## config.mk

```make
export PLATFORM = sky130hd
export DESIGN_NAME = alu_multicycle
export DESIGN_NICKNAME = d
export VERILOG_FILES = /design/src/rtl/alu_multicycle.sv
export SDC_FILE = /design/constraint.sdc
export NUM_CORES = 1
export LEC_CHECK = 0
export ABC_CLOCK_PERIOD_IN_PS = 3700
export BUFFER_PORTS_ARGS = -buffer_cell sky130_fd_sc_hd__buf_4
export CAP_MARGIN = 10
export CORE_MARGIN = 2
export CORE_UTILIZATION = 35
export CTS_CLUSTER_SIZE = 25
export DETAILED_ROUTE_END_ITERATION = 8
export HOLD_SLACK_MARGIN = 0.06
export PLACE_DENSITY_LB_ADDON = 0.08
export SKIP_CTS_REPAIR_TIMING = 1
export SLEW_MARGIN = 20
export SYNTH_ARGS = -nofsm -noshare
export SYNTH_HDL_FRONTEND = slang
export SYNTH_SLANG_ARGS = --single-unit
```

## constraint.sdc

```tcl
create_clock -name i_clk -period 3.7 [get_ports i_clk]
set_input_delay 0.185 -clock i_clk [delete_from_list [all_inputs] [get_ports i_clk]]
set_output_delay 0.185 -clock i_clk [all_outputs]
set_load 0.02 [all_outputs]
```

## src/rtl/alu_multicycle.sv

```systemverilog
// Execute-stage ALU: single-cycle add/sub/and/or/slt/nop plus iterative
// shift-add multiply and restoring divide (WIDTH steps each).
module alu_multicycle #(
  parameter int unsigned WIDTH     = 32,
  parameter int unsigned MULDIV_EN = 1
) (
  input  logic             i_clk,
  input  logic             i_rst_n,
  input  logic             i_start,
  input  logic [2:0]       i_op,
  input  logic [WIDTH-1:0] i_a,
  input  logic [WIDTH-1:0] i_b,
  output logic             o_busy,
  output logic             o_done,
  output logic [WIDTH-1:0] o_result,
  output logic [WIDTH-1:0] o_result_hi,
  output logic             o_zero,
  output logic             o_ovf,
  output logic             o_div_by_zero,
  output logic             o_illegal
);

  localparam int unsigned W2  = 2 * WIDTH;
  localparam int unsigned CW  = $clog2(WIDTH + 1);
  localparam int unsigned MSB = WIDTH - 1;

  localparam logic [2:0] OP_ADD = 3'b000;
  localparam logic [2:0] OP_SUB = 3'b001;
  localparam logic [2:0] OP_AND = 3'b010;
  localparam logic [2:0] OP_OR  = 3'b011;
  localparam logic [2:0] OP_SLT = 3'b100;
  localparam logic [2:0] OP_MUL = 3'b101;
  localparam logic [2:0] OP_DIV = 3'b110;
  localparam logic [2:0] OP_NOP = 3'b111;

  typedef enum logic [1:0] {
    S_IDLE = 2'b00,
    S_MUL  = 2'b01,
    S_DIV  = 2'b10
  } state_t;

  state_t r_state;
  state_t w_state_nxt;

  // {high, low} accumulator: product halves for mul, {remainder, quotient} for div
  logic [W2-1:0]    r_acc;
  logic [WIDTH-1:0] r_opb;
  logic [CW-1:0]    r_cnt;

  logic             r_busy;
  logic             r_done;
  logic [WIDTH-1:0] r_result;
  logic [WIDTH-1:0] r_result_hi;
  logic             r_zero;
  logic             r_ovf;
  logic             r_div_by_zero;
  logic             r_illegal;

  logic [WIDTH-1:0] w_sum;
  logic [WIDTH-1:0] w_diff;
  logic             w_lt;
  logic [WIDTH:0]   w_mul_sum;
  logic [W2-1:0]    w_mul_acc;
  logic [WIDTH:0]   w_div_sh;
  logic [WIDTH:0]   w_div_sub;
  logic [W2-1:0]    w_div_acc;
  logic             w_muldiv_en;
  logic             w_div_last;

  logic             w_done;
  logic [WIDTH-1:0] w_res;
  logic [WIDTH-1:0] w_hi;
  logic             w_zero;
  logic             w_ovf;
  logic             w_dbz;
  logic             w_ill;
  logic [W2-1:0]    w_acc_nxt;
  logic [WIDTH-1:0] w_opb_nxt;
  logic [CW-1:0]    w_cnt_nxt;

  assign w_muldiv_en = (MULDIV_EN != 0);
  assign w_div_last  = (r_cnt == CW'(1));

  // Single-cycle arithmetic on the live operands
  assign w_sum  = i_a + i_b;
  assign w_diff = i_a - i_b;
  assign w_lt   = ($signed(i_a) < $signed(i_b));

  // One shift-add step: conditionally add multiplicand to high half, shift right
  assign w_mul_sum = {1'b0, r_acc[W2-1:WIDTH]} + (r_acc[0] ? {1'b0, r_opb} : {(WIDTH+1){1'b0}});
  assign w_mul_acc = {w_mul_sum, r_acc[WIDTH-1:1]};

  // One restoring-division step: shift in next dividend bit, trial subtract
  assign w_div_sh  = r_acc[W2-1:WIDTH-1];
  assign w_div_sub = w_div_sh - {1'b0, r_opb};
  assign w_div_acc = w_div_sub[WIDTH] ? {w_div_sh[WIDTH-1:0], r_acc[WIDTH-2:0], 1'b0}
                                      : {w_div_sub[WIDTH-1:0], r_acc[WIDTH-2:0], 1'b1};

  // State register
  always_ff @(posedge i_clk or negedge i_rst_n) begin
    if (!i_rst_n) begin
      r_state <= S_IDLE;
    end else begin
      r_state <= w_state_nxt;
    end
  end

  // Next-state logic
  always_comb begin
    w_state_nxt = r_state;
    case (r_state)
      S_IDLE: begin
        if (i_start && w_muldiv_en) begin
          if (i_op == OP_MUL) begin
            w_state_nxt = S_MUL;
          end else if ((i_op == OP_DIV) && (i_b != '0)) begin
            w_state_nxt = S_DIV;
          end
        end
      end
      S_MUL, S_DIV: begin
        if (w_div_last) begin
          w_state_nxt = S_IDLE;
        end
      end
      default: w_state_nxt = S_IDLE;
    endcase
  end

  // Output and datapath next values
  always_comb begin
    w_done    = 1'b0;
    w_res     = '0;
    w_hi      = '0;
    w_zero    = 1'b0;
    w_ovf     = 1'b0;
    w_dbz     = 1'b0;
    w_ill     = 1'b0;
    w_acc_nxt = r_acc;
    w_opb_nxt = r_opb;
    w_cnt_nxt = r_cnt;
    case (r_state)
      S_IDLE: begin
        if (i_start) begin
          w_done = 1'b1;
          case (i_op)
            OP_ADD: begin
              w_res = w_sum;
              w_ovf = (i_a[MSB] == i_b[MSB]) && (w_sum[MSB] != i_a[MSB]);
            end
            OP_SUB: begin
              w_res = w_diff;
              w_ovf = (i_a[MSB] != i_b[MSB]) && (w_diff[MSB] != i_a[MSB]);
            end
            OP_AND: w_res = i_a & i_b;
            OP_OR:  w_res = i_a | i_b;
            OP_SLT: w_res = WIDTH'(w_lt);
            OP_MUL: begin
              if (w_muldiv_en) begin
                w_done    = 1'b0;
                w_acc_nxt = {{WIDTH{1'b0}}, i_a};
                w_opb_nxt = i_b;
                w_cnt_nxt = CW'(WIDTH);
              end else begin
                w_ill = 1'b1;
              end
            end
            OP_DIV: begin
              if (!w_muldiv_en) begin
                w_ill = 1'b1;
              end else if (i_b == '0) begin
                w_res = '1;
                w_hi  = i_a;
                w_dbz = 1'b1;
              end else begin
                w_done    = 1'b0;
                w_acc_nxt = {{WIDTH{1'b0}}, i_a};
                w_opb_nxt = i_b;
                w_cnt_nxt = CW'(WIDTH);
              end
            end
            default: ;
          endcase
          // nop reports no flags at all, including ZERO
          w_zero = (i_op != OP_NOP) && (w_res == '0);
        end
      end
      S_MUL, S_DIV: begin
        w_acc_nxt = (r_state == S_MUL) ? w_mul_acc : w_div_acc;
        w_cnt_nxt = r_cnt - CW'(1);
        if (w_div_last) begin
          w_done = 1'b1;
          w_res  = w_acc_nxt[WIDTH-1:0];
          w_hi   = w_acc_nxt[W2-1:WIDTH];
          w_zero = (w_acc_nxt[WIDTH-1:0] == '0);
        end
      end
      default: ;
    endcase
  end

  // Datapath and output registers; results hold until the next completion
  always_ff @(posedge i_clk or negedge i_rst_n) begin
    if (!i_rst_n) begin
      r_acc         <= '0;
      r_opb         <= '0;
      r_cnt         <= '0;
      r_busy        <= 1'b0;
      r_done        <= 1'b0;
      r_result      <= '0;
      r_result_hi   <= '0;
      r_zero        <= 1'b0;
      r_ovf         <= 1'b0;
      r_div_by_zero <= 1'b0;
      r_illegal     <= 1'b0;
    end else begin
      r_acc  <= w_acc_nxt;
      r_opb  <= w_opb_nxt;
      r_cnt  <= w_cnt_nxt;
      r_busy <= (w_state_nxt != S_IDLE);
      r_done <= w_done;
      if (w_done) begin
        r_result      <= w_res;
        r_result_hi   <= w_hi;
        r_zero        <= w_zero;
        r_ovf         <= w_ovf;
        r_div_by_zero <= w_dbz;
        r_illegal     <= w_ill;
      end
    end
  end

  assign o_busy        = r_busy;
  assign o_done        = r_done;
  assign o_result      = r_result;
  assign o_result_hi   = r_result_hi;
  assign o_zero        = r_zero;
  assign o_ovf         = r_ovf;
  assign o_div_by_zero = r_div_by_zero;
  assign o_illegal     = r_illegal;

endmodule

```

# == After elaboration in Yosys (flattened, before gate mapping) ==
# Index checks and enable logic that the tools add are counted.
# classes
mux,44
add_sub_neg,5
n_reduce_logical,16
magnitude_cmp,1
eq_ne,18
bitwise_logic,2
# ops
operator,n
32-bit two-way mux,11
64-bit two-way mux,4
64-bit case mux with 2 select lines,2
32-bit case mux with 2 select lines,3
32-bit case mux with 6 select lines,1
32-bit zero test,3
32-bit by 32-bit adder with 33-bit output,1
33-bit by 32-bit subtractor with 33-bit output,1
32-bit adder,1
32-bit bitwise AND,1
32-bit < comparator,1
32-bit bitwise OR,1
32-bit nonzero test,1
32-bit subtractor,1
6-bit case mux with 2 select lines,2
6-bit two-way mux,2
1-bit two-way mux,10
3-bit equality test (second input constant),3
3-bit != test (second input constant),3
2-bit two-way mux,4
1-bit case mux with 2 select lines,4
4-bit AND reduction,2
3-bit by 2-bit equality test with 1-bit output (second input constant),2
6-bit by 1-bit equality test with 1-bit output (second input constant),1
other kinds (13),21
# word_totals
out_inout_bits,70
ff_bits,173
in_bits,70
elab_cells,97

# == Depth between registers and ports, before layout ==
# depth
depth_word,9
ltp_mapped,18

# == Worst setup path after synthesis ==
# OpenSTA, ideal clock, no wires.
# synth_path
path_type,reg2reg
from,register r_acc[0]
to,register r_result_hi[31] (netlist: o_result_hi[31])
slack_ps,160
setup_time_ps,134
period_less_slack_ps,3540
stages_incl_launch_ff,17
arrival_ps,3407
required_ps,3566
path_cell_list,dfrtp_1 clkbuf_1 and2_1 ha_1 fa_1 a211oi_1 o21ai_0 a22oi_1 o21ai_0 a31oi_1 nand3b_1 a311oi_1 a31oi_1 nor2_1 or3_1 o21ai_0 o31ai_1
# synth_via
elab_chain_len,5
# synth_rtl
element,line,source
start: declaration,46,logic [W2-1:0] r_acc;
start signal: assignment,217,r_acc <= w_acc_nxt;
32-bit two-way mux,90,"assign w_mul_sum = {1'b0, r_acc[W2-1:WIDTH]} + (r_acc[0] ? {1'b0, r_opb} : {(WIDTH+1){1'b0}});"
32-bit by 32-bit adder with 33-bit output,90,
64-bit two-way mux,189,w_acc_nxt = (r_state == S_MUL) ? w_mul_acc : w_div_acc;
32-bit two-way mux,191,if (w_div_last) begin
32-bit case mux with 2 select lines,142,case (r_state)
end signal: assignment,224,r_result_hi <= w_hi;
end: declaration,53,logic [WIDTH-1:0] r_result_hi;
# No other way between the ends.
# A chain may end at the register's enable or synchronous reset.

# == Final worst setup path ==
# layout_path
from,register r_opb[0]
to,register r_result_hi[12] (netlist: o_result_hi[12])
# layout_via
elab_chain_len,5
elab_cells_between_ends,7
# layout_rtl
element,line,source
start: declaration,47,logic [WIDTH-1:0] r_opb;
start signal: assignment,218,r_opb <= w_opb_nxt;
33-bit by 32-bit subtractor with 33-bit output / 32-bit two-way mux (equally long branches),"95, 90",
64-bit two-way mux / 32-bit by 32-bit adder with 33-bit output (equally long branches),"96, 90",
64-bit two-way mux (*),189,
32-bit two-way mux (*),191,
32-bit case mux with 2 select lines (*),142,
# Every way passes the cells marked *; elsewhere a longest branch is shown, timed or not.

==> results.yml <==
status:
  status: "completed"
detailed_routing:
  first_pass_iters: 6
  avgRoutedWirePerCell_um: 23.3
  drt_iter0_drc: 1844
  viasPerCell: 5.80
  drc: 0
  ant_nets: 0
  num_vias: 18400
  wirelength_um: 73900
finish:
  multi_input_area_um2: 12100
  fill_cells: 4974
  diodes: 0
  final_util: 0.439
  regArea_um2: 4330
  area_growth_pct: 23.8
  drive_above_1_share: 0.204
  nNetsFinal: 2737
timing:
  relSlewSlack: 0.347
  finalHoldViolCount: 0
  finClkSkew_ps: 10.9
  final.period_utilization: 0.958
  setup_viol: 0
  tightest_slew_ps: 980
  fin_ws_ps: 157
  tns_ps: 0
  max_freq_ghz: 0.282
  timing.hold.ws_ps: 69.1
  slew_violations: 0
  min_period_ps: 3540
synth:
  synth-edff-count: 0
  yosysMostFrequentCell: "nand2_1"
  yosysWarnings: 0
  ys_types: 97
  syn_area_per_cell_um2: 7.80
  syn_area_um2: 17300
  ys_seq_elements: 173
  yosysTopAreaCell: "dfrtp_1"
  synth_cells: 2223
  synth_fp_nets: 2468
  async_reset_ff_frac: 1.00
  synthTopCellsByCount: "nand2_1 (247), o21ai_0 (191), a21oi_1 (178), dfrtp_1 (173), ha_1 (171)"
  synthTopCellsByArea: "dfrtp_1 (25%), ha_1 (12%), o21ai_0 (5.5%)"
  yosysSeqAreaShare: 0.250
  synth.top_cell.area_share: 0.250
  yosys_most_used_dff: "dfrtp_1"
setup_path:
  path_max_fanout: 9
  r2r_end: "o_result_hi[12]"
  critPathLaunchType: "flop"
  r2r_slack_ps: 160
  path_class: "flop to flop"
  worstRegToRegCells: 18
  cp-end-kind: "flop"
  path_buf_inv: 5
  cp.required_ps: 4030
  path_depth: 18
  r2r-start: "r_opb[0]"
  cp_top_family: "compound AO/OA/AOI/OAI gates"
  critPathMaxStageDelay_ps: 360
  worstPathCellList: "buf_4 > ha_2 > inv_1 > fa_2 > a21o_1 > nand4_1 > nand3_1 > a21oi_2 > o21a_1 > a21oi_2 > a41o_1 > xor2_4 > buf_12 > buf_12 > buf_8 > mux2_2 > o211ai_1 > nand3_1"
  cp.arrival_ps: 3870
  slowest_stage: "mux2_2"
die:
  core_um2: 49000
  initial_utilization: 0.354
  ios: 140
  die_w_um: 227
  rows: 81
  die_area_um2: 51300
  die_height_um: 227
clock_network:
  clockBufferDepth: 2
  root_buffer: "clkbuf_16"
  clk_latency_ps: 450
  cts_buffers: 17
  tritoncts: "yes"
  clock-sinks: 173
  htreeDepth: 4
  cts.clk_slew.worst_paths_ps: 70
placed_design:
  dp_hpwl_um: 58300
  gp_congestion: 0.926
  place_ws_ps: -132
  io_buffers: 138
grt:
  track_usage: 0.287
  grt_pass1_vias: 17600
  grt_pass1_wl_um: 110000
  grt_antenna_before_repair: 1
  grt_max_degree: 106
  grt_overflow: 0
hold_path:
  min_to: "o_result_hi[25]"
  hold_class: "input pin to flop"
  min_from: "i_a[25]"
  min_path_cells: 3
pwr:
  power_mw: 15.1
  power_density_nw_per_um2: 702
  p_leak_nw: 10.2
  vdd_drop_max_mv: 0.376
flow_run:
  drv_cap: 0
## cell families after synthesis
| kind of cell | synth area share |
|---|---|
| XOR/XNOR | 0.0363 |
| other | 0.000216 |
| AND/OR/NAND/NOR | 0.190 |
| buffers and inverters | 0.0617 |
| flip-flops | 0.250 |
| multiplexers | 0.0319 |
| AO/OA/AOI/OAI | 0.302 |
| adder cells (fa/ha/maj) | 0.128 |
## sequential cells by signal, indices dropped and copies added, names as in the netlist
name	cells
o_busy	1
o_div_by_zero	1
o_done	1
o_ovf	1
o_result	32
o_result_hi	32
o_zero	1
r_acc	64
r_cnt	6
r_opb	32
r_state	2
## where the power goes
group          total [mW]  switching (mW)  internal [mW]
registers            3.31           0.746           2.57
clock network        1.96           0.813           1.15
logic                9.80            5.69           4.12
total                15.1            7.24           7.83
## cell type report
class,count,area share
flip-flops and latches,173,0.202
multi-input cells,1778,0.566
clock inverters,11,0.00769
well taps,664,0.0387
inverters,146,0.0255
clock buffers,21,0.0210
repair buffers,376,0.140
## tightest hold or removal path: stages
cell and delay, ps:
buf_4 130, nand3_1 90, nand3_1 80
## metal layers
| metal | vias to the layer above | routed length [um] | GRT usage |
|---|---|---|---|
| met5 | - | 0 | 0 |
| met4 | 0 | 1750 | 0.0747 |
| met3 | 80 | 5080 | 0.0447 |
| met2 | 695 | 31800 | 0.430 |
| met1 | 8989 | 35300 | 0.424 |
| li1 | 8632 | - | - |
## per-stage QoR
stage | instance area (um2) | cells
6_report | 21500 | 3169
2_1_floorplan | 17300 | 2223
3_3_place_gp | 20600 | 3127
4_1_cts | 21200 | 3159
5_1_grt | 21500 | 3169
3_5_place_dp | 20600 | 3127
## worst max-delay path by stage
stage / start / endpoint / slack (ps)
finish: r_opb[0] / o_result_hi[12] / 160
global route: r_acc[0] / o_result_hi[22] / -4
CTS: r_acc[31] / o_result_hi[1] / -170
detailed placement: r_acc[31] / o_result_hi[1] / -130
global placement: r_acc[31] / o_result_hi[1] / -70
floorplan: r_acc[0] / o_result_hi[31] / 160
## layout by cell type, fill, tap and decap left out, drive strengths merged, types with 14 or more instances in the layout
master,instances
ha,171
mux2,26
o22ai,48
clkbuf,23
a21oi,181
nor3,39
inv,145
nand3,49
nor2,163
or3,18
nand4,21
and3,16
a211oi,37
o21ai,195
a32o,14
nand2,247
nand2b,18
nor2b,39
a21o,47
buf,372
o31ai,24
and2,36
o21a,17
a211o,19
a2111oi,16
dfrtp,173
o211ai,31
o21bai,15
a22oi,17
mux2i,26
xor2,19
nor4,19
xnor2,52
a31oi,23
(Power assumes the default switching activity.)
